--- config.mk ---
export PLATFORM = sky130hd
export DESIGN_NAME = wb_arbiter
export DESIGN_NICKNAME = d
export VERILOG_FILES = /design/src/rtl/wb_arbiter_pkg.sv /design/src/rtl/wb_fifo.sv /design/src/rtl/wb_arbiter.sv
export SDC_FILE = /design/constraint.sdc
export NUM_CORES = 1
export LEC_CHECK = 0
export ABC_AREA = 1
export CAP_MARGIN = 10
export CORE_MARGIN = 5
export CORE_UTILIZATION = 48
export CTS_CLUSTER_DIAMETER = 80
export CTS_CLUSTER_SIZE = 30
export DETAILED_ROUTE_END_ITERATION = 12
export GPL_TIMING_DRIVEN = 0
export PLACE_DENSITY = 0.78
export SYNTH_ARGS = -nofsm -noshare
export SYNTH_HDL_FRONTEND = slang
export SYNTH_SLANG_ARGS = --single-unit
--- constraint.sdc ---
create_clock -name clk -period 3.8 [get_ports clk]
set_input_delay 1.14 -clock clk [delete_from_list [all_inputs] [get_ports clk]]
set_output_delay 1.14 -clock clk [all_outputs]
set_load 0.01 [all_outputs]
--- src/rtl/wb_arbiter_pkg.sv ---
// rtl/wb_arbiter_pkg.sv - shared types and default sizing for the writeback arbiter
//
// Purpose: holds the FIFO entry type and the default dimensions used by
// wb_arbiter and wb_fifo. The entry widths here are the ones the FIFO storage
// is built from; wb_arbiter refuses to elaborate with different widths.
// Ports: none (package).

package wb_arbiter_pkg;

  localparam int EU_NUM           = 4;
  localparam int WB_WIDTH         = 2;
  localparam int FIFO_DEPTH       = 4;
  localparam int FIFO_PTR_W       = $clog2(FIFO_DEPTH);
  localparam int PHY_REG_ID_WIDTH = 6;
  localparam int REG_DATA_WIDTH   = 32;

  typedef struct packed {
    logic [PHY_REG_ID_WIDTH-1:0] id;
    logic [REG_DATA_WIDTH-1:0]   data;
  } wb_entry_t;

  // A result only needs a regfile write when it targets a real register;
  // physical register 0 is never written.
  function automatic logic needs_writeback(input logic rd_enable,
                                           input logic [PHY_REG_ID_WIDTH-1:0] id);
    return rd_enable && (id != '0);
  endfunction

endpackage

--- src/rtl/wb_fifo.sv ---
// rtl/wb_fifo.sv - per-execution-unit circular result FIFO
//
// Purpose: buffers completed results of one execution unit until the
// writeback arbiter grants its head.
// Ports:
//   clk, rst    clock, synchronous active-high reset
//   push        enqueue push_entry (ignored when full)
//   push_entry  entry to enqueue
//   pop         dequeue the head (ignored when empty)
//   flush       discard all entries at the edge
//   full, empty occupancy flags, registered state only
//   head        entry at the read pointer (valid when !empty)

module wb_fifo
  import wb_arbiter_pkg::*;
#(
  parameter int DEPTH = FIFO_DEPTH
) (
  input  logic      clk,
  input  logic      rst,
  input  logic      push,
  input  wb_entry_t push_entry,
  input  logic      pop,
  input  logic      flush,
  output logic      full,
  output logic      empty,
  output wb_entry_t head
);

  localparam int PTR_W = (DEPTH > 1) ? $clog2(DEPTH) : 1;

  wb_entry_t        mem [DEPTH];
  logic [PTR_W-1:0] wr_ptr;
  logic [PTR_W-1:0] rd_ptr;
  logic [PTR_W:0]   count;
  logic             do_push;
  logic             do_pop;

  assign full    = (count == (PTR_W+1)'(DEPTH));
  assign empty   = (count == '0);
  assign head    = mem[rd_ptr];
  assign do_push = push && !full && !flush && !rst;
  assign do_pop  = pop && !empty && !flush && !rst;

  // Pointers wrap naturally because DEPTH is a power of two.
  always_ff @(posedge clk) begin
    if (rst || flush) begin
      wr_ptr <= '0;
      rd_ptr <= '0;
      count  <= '0;
    end else begin
      if (do_push) begin
        wr_ptr <= wr_ptr + PTR_W'(1);
      end
      if (do_pop) begin
        rd_ptr <= rd_ptr + PTR_W'(1);
      end
      case ({do_push, do_pop})
        2'b10:   count <= count + (PTR_W+1)'(1);
        2'b01:   count <= count - (PTR_W+1)'(1);
        default: count <= count;
      endcase
    end
  end

  always_ff @(posedge clk) begin
    if (do_push) begin
      mem[wr_ptr] <= push_entry;
    end
  end

endmodule

--- src/rtl/wb_arbiter.sv ---
// rtl/wb_arbiter.sv - round-robin writeback arbiter in front of the physical regfile
//
// Purpose: each execution unit feeds a small result FIFO; every cycle a
// round-robin scan starting at rr_ptr grants up to WB_WIDTH non-empty FIFO
// heads, lane 0 first. Granted heads are dequeued at the edge and written
// through a registered lane stage onto the regfile write ports.
// Optional: define WB_ARBITER_BYPASS_EN to let an input arriving at an empty
// FIFO compete in the same cycle's scan and skip the FIFO when granted.
// Ports:
//   clk, rst          clock, synchronous active-high reset
//   eu_valid/ready    per-EU result handshake
//   eu_rd_enable      result writes a register
//   eu_phy_id/data    per-EU destination register and value
//   flush             drop all queued and incoming results
//   wb_phyf_id/data/we  per-lane regfile write port

module wb_arbiter #(
  parameter int EU_NUM           = wb_arbiter_pkg::EU_NUM,
  parameter int WB_WIDTH         = wb_arbiter_pkg::WB_WIDTH,
  parameter int FIFO_DEPTH       = wb_arbiter_pkg::FIFO_DEPTH,
  parameter int PHY_REG_ID_WIDTH = wb_arbiter_pkg::PHY_REG_ID_WIDTH,
  parameter int REG_DATA_WIDTH   = wb_arbiter_pkg::REG_DATA_WIDTH
) (
  input  logic                                       clk,
  input  logic                                       rst,
  input  logic [EU_NUM-1:0]                          eu_valid,
  output logic [EU_NUM-1:0]                          eu_ready,
  input  logic [EU_NUM-1:0]                          eu_rd_enable,
  input  logic [EU_NUM-1:0][PHY_REG_ID_WIDTH-1:0]    eu_phy_id,
  input  logic [EU_NUM-1:0][REG_DATA_WIDTH-1:0]      eu_data,
  input  logic                                       flush,
  output logic [WB_WIDTH-1:0][PHY_REG_ID_WIDTH-1:0]  wb_phyf_id,
  output logic [WB_WIDTH-1:0][REG_DATA_WIDTH-1:0]    wb_phyf_data,
  output logic [WB_WIDTH-1:0]                        wb_phyf_we
);

  import wb_arbiter_pkg::*;

  localparam int EU_IDX_W = (EU_NUM > 1) ? $clog2(EU_NUM) : 1;
  localparam int LANE_W   = (WB_WIDTH > 1) ? $clog2(WB_WIDTH) : 1;

  // FIFO storage is built from wb_entry_t, so the entry widths are fixed by
  // the package; the depth must be a power of two for pointer wrap.
  if (PHY_REG_ID_WIDTH != wb_arbiter_pkg::PHY_REG_ID_WIDTH ||
      REG_DATA_WIDTH != wb_arbiter_pkg::REG_DATA_WIDTH ||
      FIFO_DEPTH < 2 || (FIFO_DEPTH & (FIFO_DEPTH - 1)) != 0) begin : g_param_guard
    $error("wb_arbiter: unsupported parameter combination");
  end

  logic [EU_NUM-1:0]   fifo_full;
  logic [EU_NUM-1:0]   fifo_empty;
  logic [EU_NUM-1:0]   push_ok;
  logic [EU_NUM-1:0]   fifo_push;
  logic [EU_NUM-1:0]   fifo_pop;
  logic [EU_NUM-1:0]   head_vld;
  logic [EU_NUM-1:0]   grant;
  wb_entry_t           in_entry   [EU_NUM];
  wb_entry_t           fifo_head  [EU_NUM];
  wb_entry_t           head_entry [EU_NUM];
  logic [LANE_W-1:0]   lane_of    [EU_NUM];

  logic [EU_IDX_W-1:0] rr_ptr;
  logic [EU_IDX_W-1:0] rr_next;
  logic [EU_IDX_W-1:0] last_idx;
  logic                any_grant;

  wb_entry_t           lane_entry [WB_WIDTH];
  logic [WB_WIDTH-1:0] lane_vld;

  // Ready depends only on FIFO occupancy plus flush/rst, never on eu_valid,
  // so a full FIFO cannot accept even if it is being drained this cycle.
  assign eu_ready = ~fifo_full & {EU_NUM{!flush && !rst}};

  for (genvar e = 0; e < EU_NUM; e++) begin : g_eu
    assign in_entry[e] = '{id: eu_phy_id[e], data: eu_data[e]};
    // Transfers that write nothing are accepted and dropped here.
    assign push_ok[e]  = eu_valid[e] && eu_ready[e] &&
                         needs_writeback(eu_rd_enable[e], eu_phy_id[e]);

`ifdef WB_ARBITER_BYPASS_EN
    // An empty FIFO lets the incoming result compete directly; if it wins
    // it never enters the FIFO, so per-EU ordering is kept.
    assign head_vld[e]   = !fifo_empty[e] || push_ok[e];
    assign head_entry[e] = fifo_empty[e] ? in_entry[e] : fifo_head[e];
    assign fifo_push[e]  = push_ok[e] && !(fifo_empty[e] && grant[e]);
`else
    assign head_vld[e]   = !fifo_empty[e];
    assign head_entry[e] = fifo_head[e];
    assign fifo_push[e]  = push_ok[e];
`endif

    assign fifo_pop[e] = grant[e] && !fifo_empty[e];

    wb_fifo #(
      .DEPTH (FIFO_DEPTH)
    ) u_fifo (
      .clk        (clk),
      .rst        (rst),
      .push       (fifo_push[e]),
      .push_entry (in_entry[e]),
      .pop        (fifo_pop[e]),
      .flush      (flush),
      .full       (fifo_full[e]),
      .empty      (fifo_empty[e]),
      .head       (fifo_head[e])
    );
  end

  // Round-robin scan: visit rr_ptr, rr_ptr+1, ... and hand out lanes in
  // visiting order until WB_WIDTH grants have been made.
  always_comb begin
    logic [EU_IDX_W:0]   sum;
    logic [EU_IDX_W-1:0] idx;
    logic [LANE_W:0]     n_grant;
    grant     = '0;
    last_idx  = rr_ptr;
    any_grant = 1'b0;
    n_grant   = '0;
    sum       = '0;
    idx       = '0;
    for (int e = 0; e < EU_NUM; e++) begin
      lane_of[e] = '0;
    end
    for (int k = 0; k < EU_NUM; k++) begin
      sum = {1'b0, rr_ptr} + (EU_IDX_W+1)'(k);
      if (sum >= (EU_IDX_W+1)'(EU_NUM)) begin
        sum = sum - (EU_IDX_W+1)'(EU_NUM);
      end
      idx = sum[EU_IDX_W-1:0];
      if (head_vld[idx] && (n_grant < (LANE_W+1)'(WB_WIDTH)) && !flush && !rst) begin
        grant[idx]   = 1'b1;
        lane_of[idx] = n_grant[LANE_W-1:0];
        last_idx     = idx;
        any_grant    = 1'b1;
        n_grant      = n_grant + (LANE_W+1)'(1);
      end
    end
  end

  always_comb begin
    rr_next = rr_ptr;
    if (any_grant) begin
      rr_next = (last_idx == EU_IDX_W'(EU_NUM - 1)) ? '0 : last_idx + EU_IDX_W'(1);
    end
  end

  // Lane mux: ungranted lanes carry an all-zero entry.
  always_comb begin
    for (int l = 0; l < WB_WIDTH; l++) begin
      lane_vld[l]   = 1'b0;
      lane_entry[l] = '0;
      for (int e = 0; e < EU_NUM; e++) begin
        if (grant[e] && (lane_of[e] == LANE_W'(l))) begin
          lane_vld[l]   = 1'b1;
          lane_entry[l] = head_entry[e];
        end
      end
    end
  end

  // Flush needs no branch here: it suppresses all grants, so the lanes load
  // zeros and rr_ptr holds.
  always_ff @(posedge clk) begin
    if (rst) begin
      rr_ptr       <= '0;
      wb_phyf_we   <= '0;
      wb_phyf_id   <= '0;
      wb_phyf_data <= '0;
    end else begin
      rr_ptr     <= rr_next;
      wb_phyf_we <= lane_vld;
      for (int l = 0; l < WB_WIDTH; l++) begin
        wb_phyf_id[l]   <= lane_entry[l].id;
        wb_phyf_data[l] <= lane_entry[l].data;
      end
    end
  end

endmodule

# Yosys cells after proc, flatten, opt, wreduce, memory -nomap -nowiden
# Memories as Yosys holds them, arrays and structs flattened. A register that Yosys moved wholly into a read port is not among the register bits.
# Cells that the tools add are included.
[word_totals]
reg_bits = 108
mem_bits_rw = 608
mem_count = 4
[op_classes]
addsub = 26
n_lt_le_gt_ge = 21
n_eq_ne = 13
n_mux = 83
bitwise_logic = 13
reduce_logical = 90
[memory_table]
columns = ["name", "depth", "width", "rd", "rd_ports_with_merged_regs", "write_ports", "line_no", "rtl"]
rows = [
  ["g_eu[0].u_fifo.mem", 4, 38, 1, 1, 1, "wb_fifo.sv:32", "wb_entry_t mem [DEPTH];"],
  ["g_eu[1].u_fifo.mem", 4, 38, 1, 1, 1, "wb_fifo.sv:32", ""],
  ["g_eu[2].u_fifo.mem", 4, 38, 1, 1, 1, "wb_fifo.sv:32", ""],
  ["g_eu[3].u_fifo.mem", 4, 38, 1, 1, 1, "wb_fifo.sv:32", ""],
]
[op_table]
columns = ["cell", "count"]
rows = [
  ["$mux 38", 8],
  ["$logic_and 1x1->1", 67],
  ["$mux 2", 19],
  ["$mux 1", 32],
  ["$mux 4", 7],
  ["$pmux 3 s2", 4],
  ["$reduce_bool 6->1", 4],
  ["$add 2x1->2 const B", 10],
  ["$ge 3x3->1 const B", 6],
  ["$demux 1 s2", 7],
  ["$add 3x1->3 const B", 4],
  ["$eq 3x3->1 const B", 4],
  ["$logic_not 3->1", 4],
  ["$lt 2x3->1 const B", 4],
  ["$or 4x4->4", 3],
  ["$sub 3x1->3 const B", 4],
  ["$eq 2x2->1 const B", 5],
  ["$logic_not 1->1", 10],
  ["$lt 3x1->1 const B", 3],
  ["$not 2->3", 3],
  ["$and 4x4->4", 2],
  ["$bmux 1 s2", 4],
  ["$bwmux 4", 2],
  ["$eq 2x1->1 const B", 4],
  ["12 further kinds", 26],
]

# Depth between registers and ports, before layout
[depth]
depth_word = 28
depth_mapped = 23
ltp_nobuf = 23

# Cells and area by module
# A second synthesis with hierarchy kept.
[unflattened]
hier_cells = 2773
hier_area_um2 = 30733.2
[modules_own_cells]
columns = ["mod", "instances", "cells_each", "area_per_inst_um2"]
rows = [
  ["wb_fifo", 4, 444, 6145.9],
  ["wb_arbiter", 1, 997, 6149.6],
]

# Worst setup path before layout
# OpenSTA, ideal clock, no wires.
[synth_path]
path_kind = "input to register"
start = "input flush"
end = "memory g_eu[2].u_fifo.mem[0][0] (netlist name) (enable)"
setup_ns = 0.433
t_arrival_ns = 3.801
required_ns = 3.367
path_slack_ns = -0.434
cell_stages = 7
path_buffers = 1
cell_sequence = "or2_4 -> buf_6 -> a21oi_1 -> nand3_1 -> nor2_1 -> inv_1 -> nor2_1"
[synth_between]
elab_chain_cells = 10
[synth_lines]
columns = ["item", "line_no", "rtl"]
rows = [
  ["from (decl)", "wb_arbiter.sv:31", "input logic flush,"],
  ["$logic_not 1->1", "wb_arbiter.sv:72", "assign eu_ready = ~fifo_full & {EU_NUM{!flush && !rst}};"],
  ["$logic_and 1x1->1", "wb_arbiter.sv:72", ""],
  ["$and 4x4->4", "wb_arbiter.sv:72", ""],
  ["named net eu_ready[2]", "wb_arbiter.sv:27", "output logic [EU_NUM-1:0] eu_ready,"],
  ["$logic_and 1x1->1 (2 in a row)", "wb_arbiter.sv:77", "assign push_ok[e] = eu_valid[e] && eu_ready[e] &&"],
  ["$logic_and 1x1->1 (3 in a row)", "wb_fifo.sv:42", "assign do_push = push && !full && !flush && !rst;"],
  ["$mux 1", "wb_fifo.sv:67", "if (do_push) begin"],
  ["$mux 1 (not written as such)", "wb_fifo.sv:68", "mem[wr_ptr] <= push_entry;"],
  ["to (decl)", "wb_fifo.sv:32", ""],
]
# The timed path passes the listed nets, and every way through them passes these cells.

# Final worst setup path
[layout_path]
start = "input flush"
end = "output eu_ready[0]"
[layout_between]
elab_chain_cells = 3
[layout_lines]
columns = ["item", "line_no"]
rows = [
  ["$logic_not 1->1", "wb_arbiter.sv:72"],
  ["$logic_and 1x1->1", "wb_arbiter.sv:72"],
  ["$and 4x4->4", "wb_arbiter.sv:72"],
  ["to (decl)", "wb_arbiter.sv:27"],
]
# Every way passes these cells.

==> metrics.txt <==
flop and latch count out of synthesis=724; total of hold buffers inserted after clock tree synthesis=0; Crit Path Category=in -> out; first-pass iteration count of the detailed router=6; maximum number of pins on one net before global-route repair=32; largest fanout on the critical path=6; ratio of cells with drive above 1 in the final layout=10.06%; global-route usage over all layers=24.73%; initial cell density of the core=48.26%; total vias in the final route=22360; Critical Path End Type=primary output; worst stage delay on the critical path=0.39 ns; number of nets at the end of the flow=3182; number of synthesized flops with an enable pin=608; max-slew violation count=0; Max Clock Skew=0.03721 ns; list of most frequent post-synthesis cells=608 x edfxtp_1, 366 x o21ai_0, 326 x nor2_1; via count of the first global-routing pass=20720; first-pass GRT wire length=127.0 mm; clock tree from TritonCTS=built; cell-by-cell trace of the critical path=clkdlybuf4s50_1, or2_4, buf_12, buf_4, a21oi_2, dlygate4sd2_1; worst skew pair latency=0.65 ns; syn_area_per_cell=11.32 um^2; Max clock buf depth=3; FMAX=266.4 MHz; overall die area=68310 um^2; power density of the placed cells=461.2 nW/um^2; total of endpoints with negative setup slack in the final report=0; Synth cell types=45; overall power consumption=16.41 mW; pre-CTS setup slack=-1.528 ns; number of antenna violations at the first check in global routing=3; sum of overflow across all layers after global routing=0; drt initial violations=3247; Routed WL=88.19 mm; Synth Net Count=2874; post-detailed-route count of antenna-violating nets=0; DRC errors left=0; top flip-flop cell by instance count after synthesis=edfxtp_1; number of buffers added by the clock tree synthesis step=31; endpoint arrival time on the critical path=2.61 ns; Worst-path clk slew=0.11 ns; total number of clock tree sinks=724; final hold viol count=0; Post-Synthesis Cells=2680; maximum vdd ir drop=0.4075 mV; average vias per placed instance=5.790; number of ports placed on the die boundary=245; buffer cell driving the clock tree root=clkbuf_16; number of synthesis warnings=0; max-cap violations=0; RSZ-0062 raised after global routing=yes; Hold WC Path Type=reg -> reg; most common cell in the synthesized netlist=edfxtp_1; final worst path period share=98.78%; worst-path cell with the longest stage delay=clkdlybuf4s50_1; final setup margin=0.04637 ns; placer's final routability congestion estimate=0.9841; required time at the worst-slack endpoint=2.66 ns; number of port buffers=244; leakage dissipation=12.30 nW; Post-Syn Area=30330 um^2; WHS=0.4887 ns; cell row count=92; total half-perimeter wirelength after legalization and detailed placement=63.78 mm; number of levels the H-tree was split into=1; share of synthesized registers carrying an async set or reset=0%; Slew @ Worst Pin=0.7600 ns; Area Growth Syn to Fin=17.36%; placeable core area=62850 um^2; Seq/Total Area, Yosys=67.85%; DIE HEIGHT=261.4 um; post-synth top area share=60.20%; cells taking the most area after synthesis=edfxtp_1 60%, dfxtp_1 7.7%, o21ai_0 6.0%, nor2_1 4.0%, nand2_1 3.7%; drt wl/cell=22.84 um; critical path startpoint category=input port; area leader, netlist=edfxtp_1; worst relative slew slack=49.33%; run status=completed; final-layout setup total negative slack=0 ns; minimum clock period after layout=3.754 ns; Chip Width=261.4 um
-- metrics by stage --
| stage | instance area, um^2 | cells | util, % |
|---|---|---|---|
| detailed placement | 34310 | 3786 | 54.59 |
| floorplan | 30330 | 2680 | - |
| CTS | 35430 | 3847 | 56.38 |
| global route | 35590 | 3859 | 56.62 |
| global placement | 33830 | 3770 | 53.83 |
| finish | 35590 | 3861 | 56.63 |
-- sequential cells by signal, summed over array words and instances (netlist names), named ones only --
name                flops
wb_phyf_we              2
wb_phyf_data           64
wb_phyf_id             12
rr_ptr                  2
g_eu.u_fifo.mem       608
g_eu.u_fifo.count      12
g_eu.u_fifo.wr_ptr      8
g_eu.u_fifo.rd_ptr      8
-- cell families (layout without fill, tap and decap cells) --
group | Yosys count | count (layout) | share of synthesized area [%]
AO/OA/AOI/OAI | 649 | 649 | 11.91
XOR/XNOR | 2 | 2 | 0.05777
adder cells (fa/ha/maj) | 31 | 31 | 1.378
buffers and inverters | 325 | 657 | 4.513
flip-flops | 724 | 724 | 67.85
other | 0 | 2 | 0
AND/OR/NAND/NOR | 949 | 950 | 14.28
-- final cells by class --
| cell class | count | area, um^2 |
|---|---|---|
| diodes | 2 | 5.005 |
| plain buffers | 170 | 792.0 |
| clock buffers | 48 | 883.3 |
| clock inverters | 10 | 151.4 |
| fillers | 5079 | 27260 |
| inverters | 154 | 599.3 |
| multi-input cells | 1632 | 8589 |
| flip-flops and latches | 724 | 20580 |
| well taps | 846 | 1059 |
| repair buffers | 275 | 2932 |
-- critical path: cells and delay by family --
kind	cells	cell delay (ns)
buffers and inverters	4	0.98
and+or+nand+nor	1	0.28
AOI/OAI and AO/OA	1	0.20
-- metal layers --
layer	global-route usage [%]	routed length, um	vias up
met4	11.64	5036	2
met3	3.963	10280	208
met1	34.36	33020	10620
li1	-	-	10120
met2	38.52	39850	1414
met5	0	11	-
-- where the power goes --
part,total [mW],internal [mW],switching (mW)
clock network,4.13,1.69,2.44
logic,3.06,1.26,1.80
registers,9.22,8.93,0.291
-- worst paths after layout --
kind                                    startpoint                                    end  slack, ns  depth (start not counted)
max                                          flush                            eu_ready[0]       0.05                          6
min          g_eu[0].u_fifo.rd_ptr[1]$_SDFFE_PP0P_  g_eu[0].u_fifo.rd_ptr[1]$_SDFFE_PP0P_       0.49                          2
max reg2reg                 rr_ptr[1]$_SDFFE_PP0P_               wb_phyf_id[7]$_SDFF_PP0_       0.25                         17
min reg2reg  g_eu[0].u_fifo.rd_ptr[1]$_SDFFE_PP0P_  g_eu[0].u_fifo.rd_ptr[1]$_SDFFE_PP0P_       0.49                          2
-- layout by cell type, fill, tap and decap left out, drive strengths merged, types with 9 or more instances in the layout --
cell type	netlist	routed
clkbuf	119	166
ha	27	27
o22ai	141	141
a32o	10	10
nor2	335	336
edfxtp	608	608
inv	152	154
dfxtp	116	116
buf	52	83
clkdlybuf4s50	0	239
a21oi	113	113
nand4	9	9
nand3	208	208
nand3b	26	26
or2	27	27
o21ai	379	379
nand2	332	332
-- timing repair --
| action | in CTS | in global routing |
|---|---|---|
| endpoints found under the setup margin | 185 | 24 |
| resized for setup | 26 | 22 |
| cloned | 0 | 1 |
| setup buffers | 3 | 12 |
| hold endpoints to repair | 0 | 0 |
| pin swaps | 4 | 10 |
(Power assumes the default switching activity.)
